File: src/rtl/uart_pkg.sv
// uart_pkg: shared UART constants and the frame-width data mask.
//  uart_mask_data(data, nbits): zeroes bits [7:nbits] for nbits 5..8; other nbits pass data unchanged.
package uart_pkg;
  localparam int UART_DATA_W = 8;
  localparam int NBITS_MIN = 5;
  localparam int NBITS_MAX = 8;
  function automatic logic [UART_DATA_W-1:0] uart_mask_data(input logic [UART_DATA_W-1:0] data, input logic [3:0] nbits);
    logic [UART_DATA_W-1:0] m;
    m = (int'(nbits) >= NBITS_MIN && int'(nbits) <= NBITS_MAX) ? 8'hFF >> (4'd8 - nbits) : 8'hFF;
    return data & m;
  endfunction
endpackage

File: src/rtl/uart_sync_fifo.sv
// uart_sync_fifo: DEPTH x 8 show-ahead FIFO with fill count and level flags.
//  Clk/Rst_n clock and async active-low reset; WrEn/WrData write (caller guarantees room);
//  RdEn pop (caller guarantees not empty); RdData head byte (0 while empty);
//  Count fill level; Full/Empty/AlmostFull/RdValid decoded from the registered Count.
module uart_sync_fifo
  import uart_pkg::*;
#(
  parameter int DEPTH = 16,
  parameter int AW = 4,
  parameter int AFULL_LVL = 12
) (
  input  logic                   Clk,
  input  logic                   Rst_n,
  input  logic                   WrEn,
  input  logic [UART_DATA_W-1:0] WrData,
  input  logic                   RdEn,
  output logic [UART_DATA_W-1:0] RdData,
  output logic                   RdValid,
  output logic [AW:0]            Count,
  output logic                   Full,
  output logic                   Empty,
  output logic                   AlmostFull
);
  logic [UART_DATA_W-1:0] mem [DEPTH];
  logic [AW-1:0] wrPtr, rdPtr;
  always_ff @(posedge Clk or negedge Rst_n)
    if (!Rst_n) begin
      wrPtr <= '0;
      rdPtr <= '0;
      Count <= '0;
    end else begin
      if (WrEn) wrPtr <= wrPtr + AW'(1);
      if (RdEn) rdPtr <= rdPtr + AW'(1);
      Count <= Count + (AW+1)'(WrEn) - (AW+1)'(RdEn);
    end
  always_ff @(posedge Clk)
    if (WrEn) mem[wrPtr] <= WrData;
  // Empty gates the head so RdData reads 0 after reset instead of unreset storage.
  always_comb begin
    Empty = Count == '0;
    Full = Count == DEPTH[AW:0];
    AlmostFull = Count >= AFULL_LVL[AW:0];
    RdValid = !Empty;
    RdData = Empty ? '0 : mem[rdPtr];
  end
endmodule

File: src/rtl/uart_rx_fifo.sv
// uart_rx_fifo: captures UART_rx bytes on RxDone rising edges, masks to NBits, queues them.
//  Clk/Rst_n clock and async active-low reset; RxDone/RxData/NBits from UART_rx;
//  RdData/RdValid/RdReady show-ahead host read port; Count/Full/Empty/AlmostFull fill status;
//  Overrun sticky dropped-byte flag, cleared by OvrClr.
module uart_rx_fifo
  import uart_pkg::*;
#(
  parameter int DEPTH = 16,
  parameter int AW = 4,
  parameter int AFULL_LVL = 12
) (
  input  logic                   Clk,
  input  logic                   Rst_n,
  input  logic                   RxDone,
  input  logic [UART_DATA_W-1:0] RxData,
  input  logic [3:0]             NBits,
  output logic [UART_DATA_W-1:0] RdData,
  output logic                   RdValid,
  input  logic                   RdReady,
  output logic [AW:0]            Count,
  output logic                   Full,
  output logic                   Empty,
  output logic                   AlmostFull,
  output logic                   Overrun,
  input  logic                   OvrClr
);
  logic rxDoneQ, push, pop, accept, drop;
  // A pop in the same cycle frees the slot, so a full FIFO still accepts.
  always_comb begin
    push = RxDone & ~rxDoneQ;
    pop = RdValid & RdReady;
    accept = push & (~Full | pop);
    drop = push & ~accept;
  end
  // rxDoneQ resets high so RxDone already high at reset release is not an edge.
  always_ff @(posedge Clk or negedge Rst_n)
    if (!Rst_n) begin
      rxDoneQ <= 1'b1;
      Overrun <= 1'b0;
    end else begin
      rxDoneQ <= RxDone;
      Overrun <= drop ? 1'b1 : OvrClr ? 1'b0 : Overrun;
    end
  uart_sync_fifo #(.DEPTH(DEPTH), .AW(AW), .AFULL_LVL(AFULL_LVL)) fifo (
    .Clk(Clk), .Rst_n(Rst_n),
    .WrEn(accept), .WrData(uart_mask_data(RxData, NBits)),
    .RdEn(pop), .RdData(RdData), .RdValid(RdValid),
    .Count(Count), .Full(Full), .Empty(Empty), .AlmostFull(AlmostFull)
  );
endmodule
File: config.mk
export PLATFORM = sky130hd
export DESIGN_NAME = uart_rx_fifo
export DESIGN_NICKNAME = d
export VERILOG_FILES = /design/src/rtl/uart_pkg.sv /design/src/rtl/uart_sync_fifo.sv /design/src/rtl/uart_rx_fifo.sv
export SDC_FILE = /design/constraint.sdc
export NUM_CORES = 1
export LEC_CHECK = 0
export ABC_AREA = 1
export CORE_MARGIN = 1.5
export CORE_UTILIZATION = 34
export DETAILED_ROUTE_END_ITERATION = 12
export PLACE_DENSITY = 0.6
export SYNTH_ARGS = -nofsm -noshare
export SYNTH_HDL_FRONTEND = slang
export SYNTH_SLANG_ARGS = --single-unit
File: constraint.sdc
create_clock -name Clk -period 2.2 [get_ports Clk]
set_clock_uncertainty 0.1 [all_clocks]
set_input_delay 0.66 -clock Clk [delete_from_list [all_inputs] [get_ports Clk]]
set_output_delay 0.66 -clock Clk [all_outputs]
set_load 0.02 [all_outputs]
Word-level counts from Yosys, hierarchy flattened:

Memories as Yosys holds them, arrays and structs flattened.
Index checks and enable logic that the tools add are counted.

* shift-type cells: 1
* bitwise logic cells: 9
* equal/unequal tests: 1
* add/sub/neg operators: 5
* order comparisons: 3
* reductions and logical operators: 4
* muxes and demuxes: 6

Operator list (number)
* 8-bit two-way mux: 2
* 4-bit by 1-bit adder with 4-bit output, second input constant: 2
* 8-bit bitwise AND: 1
* 8-bit by 4-bit right shift with 8-bit output, first input constant: 1
* 5-bit by 1-bit adder with 5-bit output: 1
* 5-bit == test, second input constant: 1
* 5-bit by 4-bit >= comparator with 1-bit output, second input constant: 1
* 5-bit logical NOT: 1
* 5-bit by 1-bit subtractor with 5-bit output: 1
* 1-bit bitwise AND: 4
* 4-bit by 3-bit >= comparator with 1-bit output, second input constant: 1
* 4-bit <= comparator, second input constant: 1
* 1-bit two-way mux: 4
* 4-bit subtractor, first input constant: 1
* 1-bit NOT: 3
* 2-bit nonzero test: 1
* 1-bit logical AND: 1
* 1-bit logical NOT: 1
* 1-bit bitwise OR: 1

* input port bits: 17
* memory bits (writable): 128
* memories kept: 1
* register bits: 15
* logic and storage cells: 35
* output and inout port bits: 18

Memory list
* fifo.mem: words 16, width 8, rd ports 1, clocked after memory_dff 0, write ports 1, line uart_sync_fifo.sv:24 `logic [UART_DATA_W-1:0] mem [DEPTH];`

Logic depth before layout (Yosys ltp):

* depth after elaboration: 8
* mapped depth: 12
* depth with buffers taken out: 12

By module:

A second synthesis with hierarchy kept.

* cell total of the unflattened synthesis: 573
* area total of the unflattened synthesis: 6273.5 um^2

Modules (own cells, without submodules)
* uart_sync_fifo: area each 5950.7 um^2, times used 1, cells each 517, seq. area each 4169.0 um^2
* uart_rx_fifo: area each 322.8 um^2, times used 1, cells each 56, seq. area each 51.3 um^2

Worst setup path after synthesis:

OpenSTA, ideal clock, no wires.

* path kind: register -> register
* start point: reg fifo.Count[2]
* end point: reg fifo.Count[4]
* path buffers: 0
* path slack: -0.513 ns
* setup time: 0.079 ns
* cell stages (with the launch flop): 13
* clock period less this slack: 2.713 ns
* data required time: 2.021 ns
* data arrival time: 2.533 ns
* path through: dfrtp_1 > inv_1 > ha_1 > nand4_1 > nand2_1 > inv_1 > ha_1 > inv_1 > ha_1 > inv_1 > fa_1 > o21ai_0 > xor2_1

* cells in the longest elaborated chain, start to end: 7
* elaborated cells on any way between the ends: 9
* those cells by class: add/sub: 2; eq/ne: 1; bitwise: 4; reduce/logical: 2

Ends and longest elaborated chain
* from (decl): line uart_sync_fifo.sv:19 `output logic [AW:0] Count,`
* from (signal assigned): line uart_sync_fifo.sv:34 `Count <= Count + (AW+1)'(WrEn) - (AW+1)'(RdEn);`
* 5-bit logical NOT *: line uart_sync_fifo.sv:40 `Empty = Count == '0;`
* 1-bit logical NOT *: line uart_sync_fifo.sv:43 `RdValid = !Empty;`
* net RdValid: line uart_rx_fifo.sv:18 `output logic RdValid,`
* 1-bit bitwise AND *: line uart_rx_fifo.sv:31 `pop = RdValid & RdReady;`
* net fifo.RdEn: line uart_sync_fifo.sv:16 `input logic RdEn,`
* 1-bit bitwise OR: line uart_rx_fifo.sv:32 `accept = push & (~Full | pop);`
* 1-bit bitwise AND: line uart_rx_fifo.sv:32
* 5-bit by 1-bit adder with 5-bit output: line uart_sync_fifo.sv:34
* 5-bit by 1-bit subtractor with 5-bit output *: line uart_sync_fifo.sv:34

Mark *: on every way through the listed nets, which the timed path passes. The rest lies on a longest branch.
A chain may end at the register's enable or synchronous reset.

Worst setup path in the final report:

* start point: reg fifo.rdPtr[0]
* end point: out RdData[1]

* cells in the longest elaborated chain, start to end: 2

Ends and longest elaborated chain
* from (decl): line uart_sync_fifo.sv:25 `logic [AW-1:0] wrPtr, rdPtr;`
* from (signal assigned): line uart_sync_fifo.sv:33 `if (RdEn) rdPtr <= rdPtr + AW'(1);`
* memory read 16 x 8 bit
* 8-bit two-way mux: line uart_sync_fifo.sv:44 `RdData = Empty ? '0 : mem[rdPtr];`
* to (decl): line uart_rx_fifo.sv:17 `output logic [UART_DATA_W-1:0] RdData,`

No other way between the ends.

==> out/qor.txt <==
Synth cell types = 23
first-pass GRT wire length = 26200 um
Worst path most repeated cell = buf_12
syn nets = 609
Critical Path AT = 1.97 ns
Fin Hold WS = 0.452 ns
TritonCTS clock tree = done
Clk pin slew, worst setup/hold paths = 0.06 ns
placer's final routability congestion estimate = 0.816
H-tree depth = 4
outcome = finished with violations
Area Growth Syn to Fin = 44.5%
ys async rst share = 10.5%
post-layout util = 50.3%
fmax = 367 MHz
WS Path Type = flop to output port
clock tree buffer depth = 2
vias per inst = 5.09
Lkg Pwr = 3.64 nW
slowest CP cell = dfrtp_2
sequential fraction of the synthesis area = 67.0%
CP Max Fanout = 8
total track usage = 18.4%
fillers = 1494
GRT Residual Overflow = 0
WL final = 18400 um
Die Ht = 139 um
Slew Viols, Final = 0
antenna diode count = 0
Max-Cap Viols = 0
critical path launch point = fifo.rdPtr[0]$_DFFE_PN0P_
Slew @ Worst Pin = 0.400 ns
clk root buf = clkbuf_16
DR DRC count = 1
Die ar. = 0.0194 mm2
final worst slack = -0.526 ns
CTS sink count = 143
first-pass detailed-route iteration total = 9
pre-CTS WS = -1.02 ns
worst hold path type = input port to asynchronous set/reset pin
failing checks = design-rule violations, negative setup slack
Setup crit start kind = flop
critical path buffer and inverter count = 4
largest delay contributor family on the critical path = buffers and inverters
Post-synth EDFFs = 128
Cell Chain, Critical Path = buf_12 > buf_12 > buf_12 > nand2_1 > nand3_1 > nand3_1 > nand2_1 > nand2_2 > a21oi_4 > buf_6
CP Data Required Time = 1.44 ns
DR iter-0 viols = 637
Placed Cells = 883
endpoint class of the critical path = output port
max incr delay on CP = 0.37 ns
Yosys Warn Count = 0
worst r2r path cells = 13
Synth Area per Inst = 11.0 um2
Final Non-Filler Cells = 943
IO Port Bufs = 34
final hold violations = 0
PwrDens = 1400 mW/mm2
Via Count = 4799
Core Region = 0.0181 mm2
Inserted Clock Buffers = 17
HPWL after DPL = 10800 um
fin crit period = 2.73 ns
worst vdd ir = 860 uV
num rows = 49
r2r endpoint = fifo.Count[4]$_DFF_PN0_
synthesized netlist cell count = 573
Slew headroom = 73.3%
RSZ-0062 raised after global routing = yes
nets = 737
num ports = 35
setup total negative slack = -4.51 ns
final period utilization = 124%
largest net degree at the start of global routing = 33
Starting Density = 34.8%
post-route ant nets = 0
Die Wd = 139 um
vias in the first global route = 4492
Main synth FF type = edfxtp_1
r2r setup slk = -0.15 ns
Final setup viols = 15
FF+latch count, synth = 143
synthesized cell area = 0.00630 mm2
worst flop-to-flop path startpoint = fifo.Count[2]$_DFF_PN0_
post-detailed-route wirelength per cell = 19.5 um
Clk Latency, worst-skew pair = 0.42 ns
share of post-route cells with drive strength above 1 = 36.6%
initial antenna violation count = 0
## state kept, by name (all words and copies together), names as in the netlist
name / cells
fifo.mem: 128
fifo.Count: 5
fifo.rdPtr: 4
fifo.wrPtr: 4
Overrun: 1
rxDoneQ: 1
## cell type report
cell class	instances	area, um2	area share (%)
repair buffers	133	1470	16.2
clock buffers	18	429	4.71
flip-flops and latches	143	4220	46.4
well taps	229	287	3.15
inverters	33	156	1.72
multi-input cells	372	2300	25.3
clock inverters	14	220	2.42
repair inverters	1	11.3	0.124
## cell usage after synthesis, types with 2 or more instances
library cell	number	share of area [%]
dfrtp_1	14	5.6
xor2_1	8	1.1
a21oi_1	11	0.87
o21ai_0	10	0.79
buf_6	5	0.89
ha_1	18	3.6
buf_2	10	0.79
nand2_1	188	11
clkinv_1	3	0.18
buf_4	7	0.83
buf_1	2	0.12
nand3_1	105	8.3
edfxtp_1	128	61
inv_1	27	1.6
inv_2	3	0.18
nor2_1	27	1.6
## power breakdown
part           switching (W)  internal, W  leakage [nW]
combinational        0.00344      0.00280          1.99
clock                0.00107      0.00210         0.310
sequential          0.000118      0.00324          1.34
total                0.00463      0.00814          3.64
## per-stage QoR
stage | area [um2] | power, W
6_report | 9100 | 0.0128
4_1_cts | 8360 | 0.0114
5_1_grt | 9100 | 0.0134
3_3_place_gp | 7460 | 0.00778
3_5_place_dp | 7460 | 0.00787
2_1_floorplan | 6360 | 0.00606
## routing by layer
metal / vias to the layer above / GRT usage, % / wire [um]
met1: 2320 / 23.9 / 7410
met2: 223 / 29.9 / 9030
met3: 36 / 5.01 / 1520
li1: 2220 / - / -
met5: - / 0 / 0
met4: 0 / 5.66 / 440
## how the worst max path moves through the flow
| stage | slack (ns) | end | cells after the start |
|---|---|---|---|
| finish | -0.53 | RdData[1] | 10 |
| global route | -0.60 | RdData[7] | 10 |
| CTS | -0.52 | RdData[3] | 9 |
| detailed placement | -1.02 | fifo.mem[14][6]$_DFFE_PP_ | 8 |
| global placement | -0.86 | fifo.mem[10][6]$_DFFE_PP_ | 8 |
| floorplan | -0.25 | RdData[0] | 4 |
## layout by cell type (no fill, tap or decap), drive strengths merged
master / count
nand2: 189
edfxtp: 128
nand3: 105
buf: 103
inv: 30
nor2: 27
clkbuf: 26
ha: 18
clkdlybuf4s50: 16
dfrtp: 14
a21oi: 11
o21ai: 11
clkinv: 10
xor2: 8
bufinv: 6
dlygate4sd2: 5
clkinvlp: 2
nand4: 1
xnor2: 1
fa: 1
dlymetal6s2s: 1
dfstp: 1
## what timing repair did
item	4_1_cts	5_1_grt
cloned	3	11
pin swaps	9	64
setup endpoints to repair	148	201
buffers inserted	2	15
hold buffers	0	0
hold endpoints to repair	0	0
resized for setup	120	105
## cell families (layout without fill, tap and decap cells)
kind of cell / count (synthesis) / in the layout / share of synthesized area (%)
AOI/OAI and AO/OA: 22 / 22 / 1.81
xor gates and xnor gates: 9 / 9 / 1.25
buffers and inverters: 58 / 199 / 4.67
DFF: 143 / 143 / 67.0
adders and majority gates: 19 / 19 / 3.89
and+or+nand+nor: 322 / 322 / 21.4
Power figures use the tool's default switching activity.
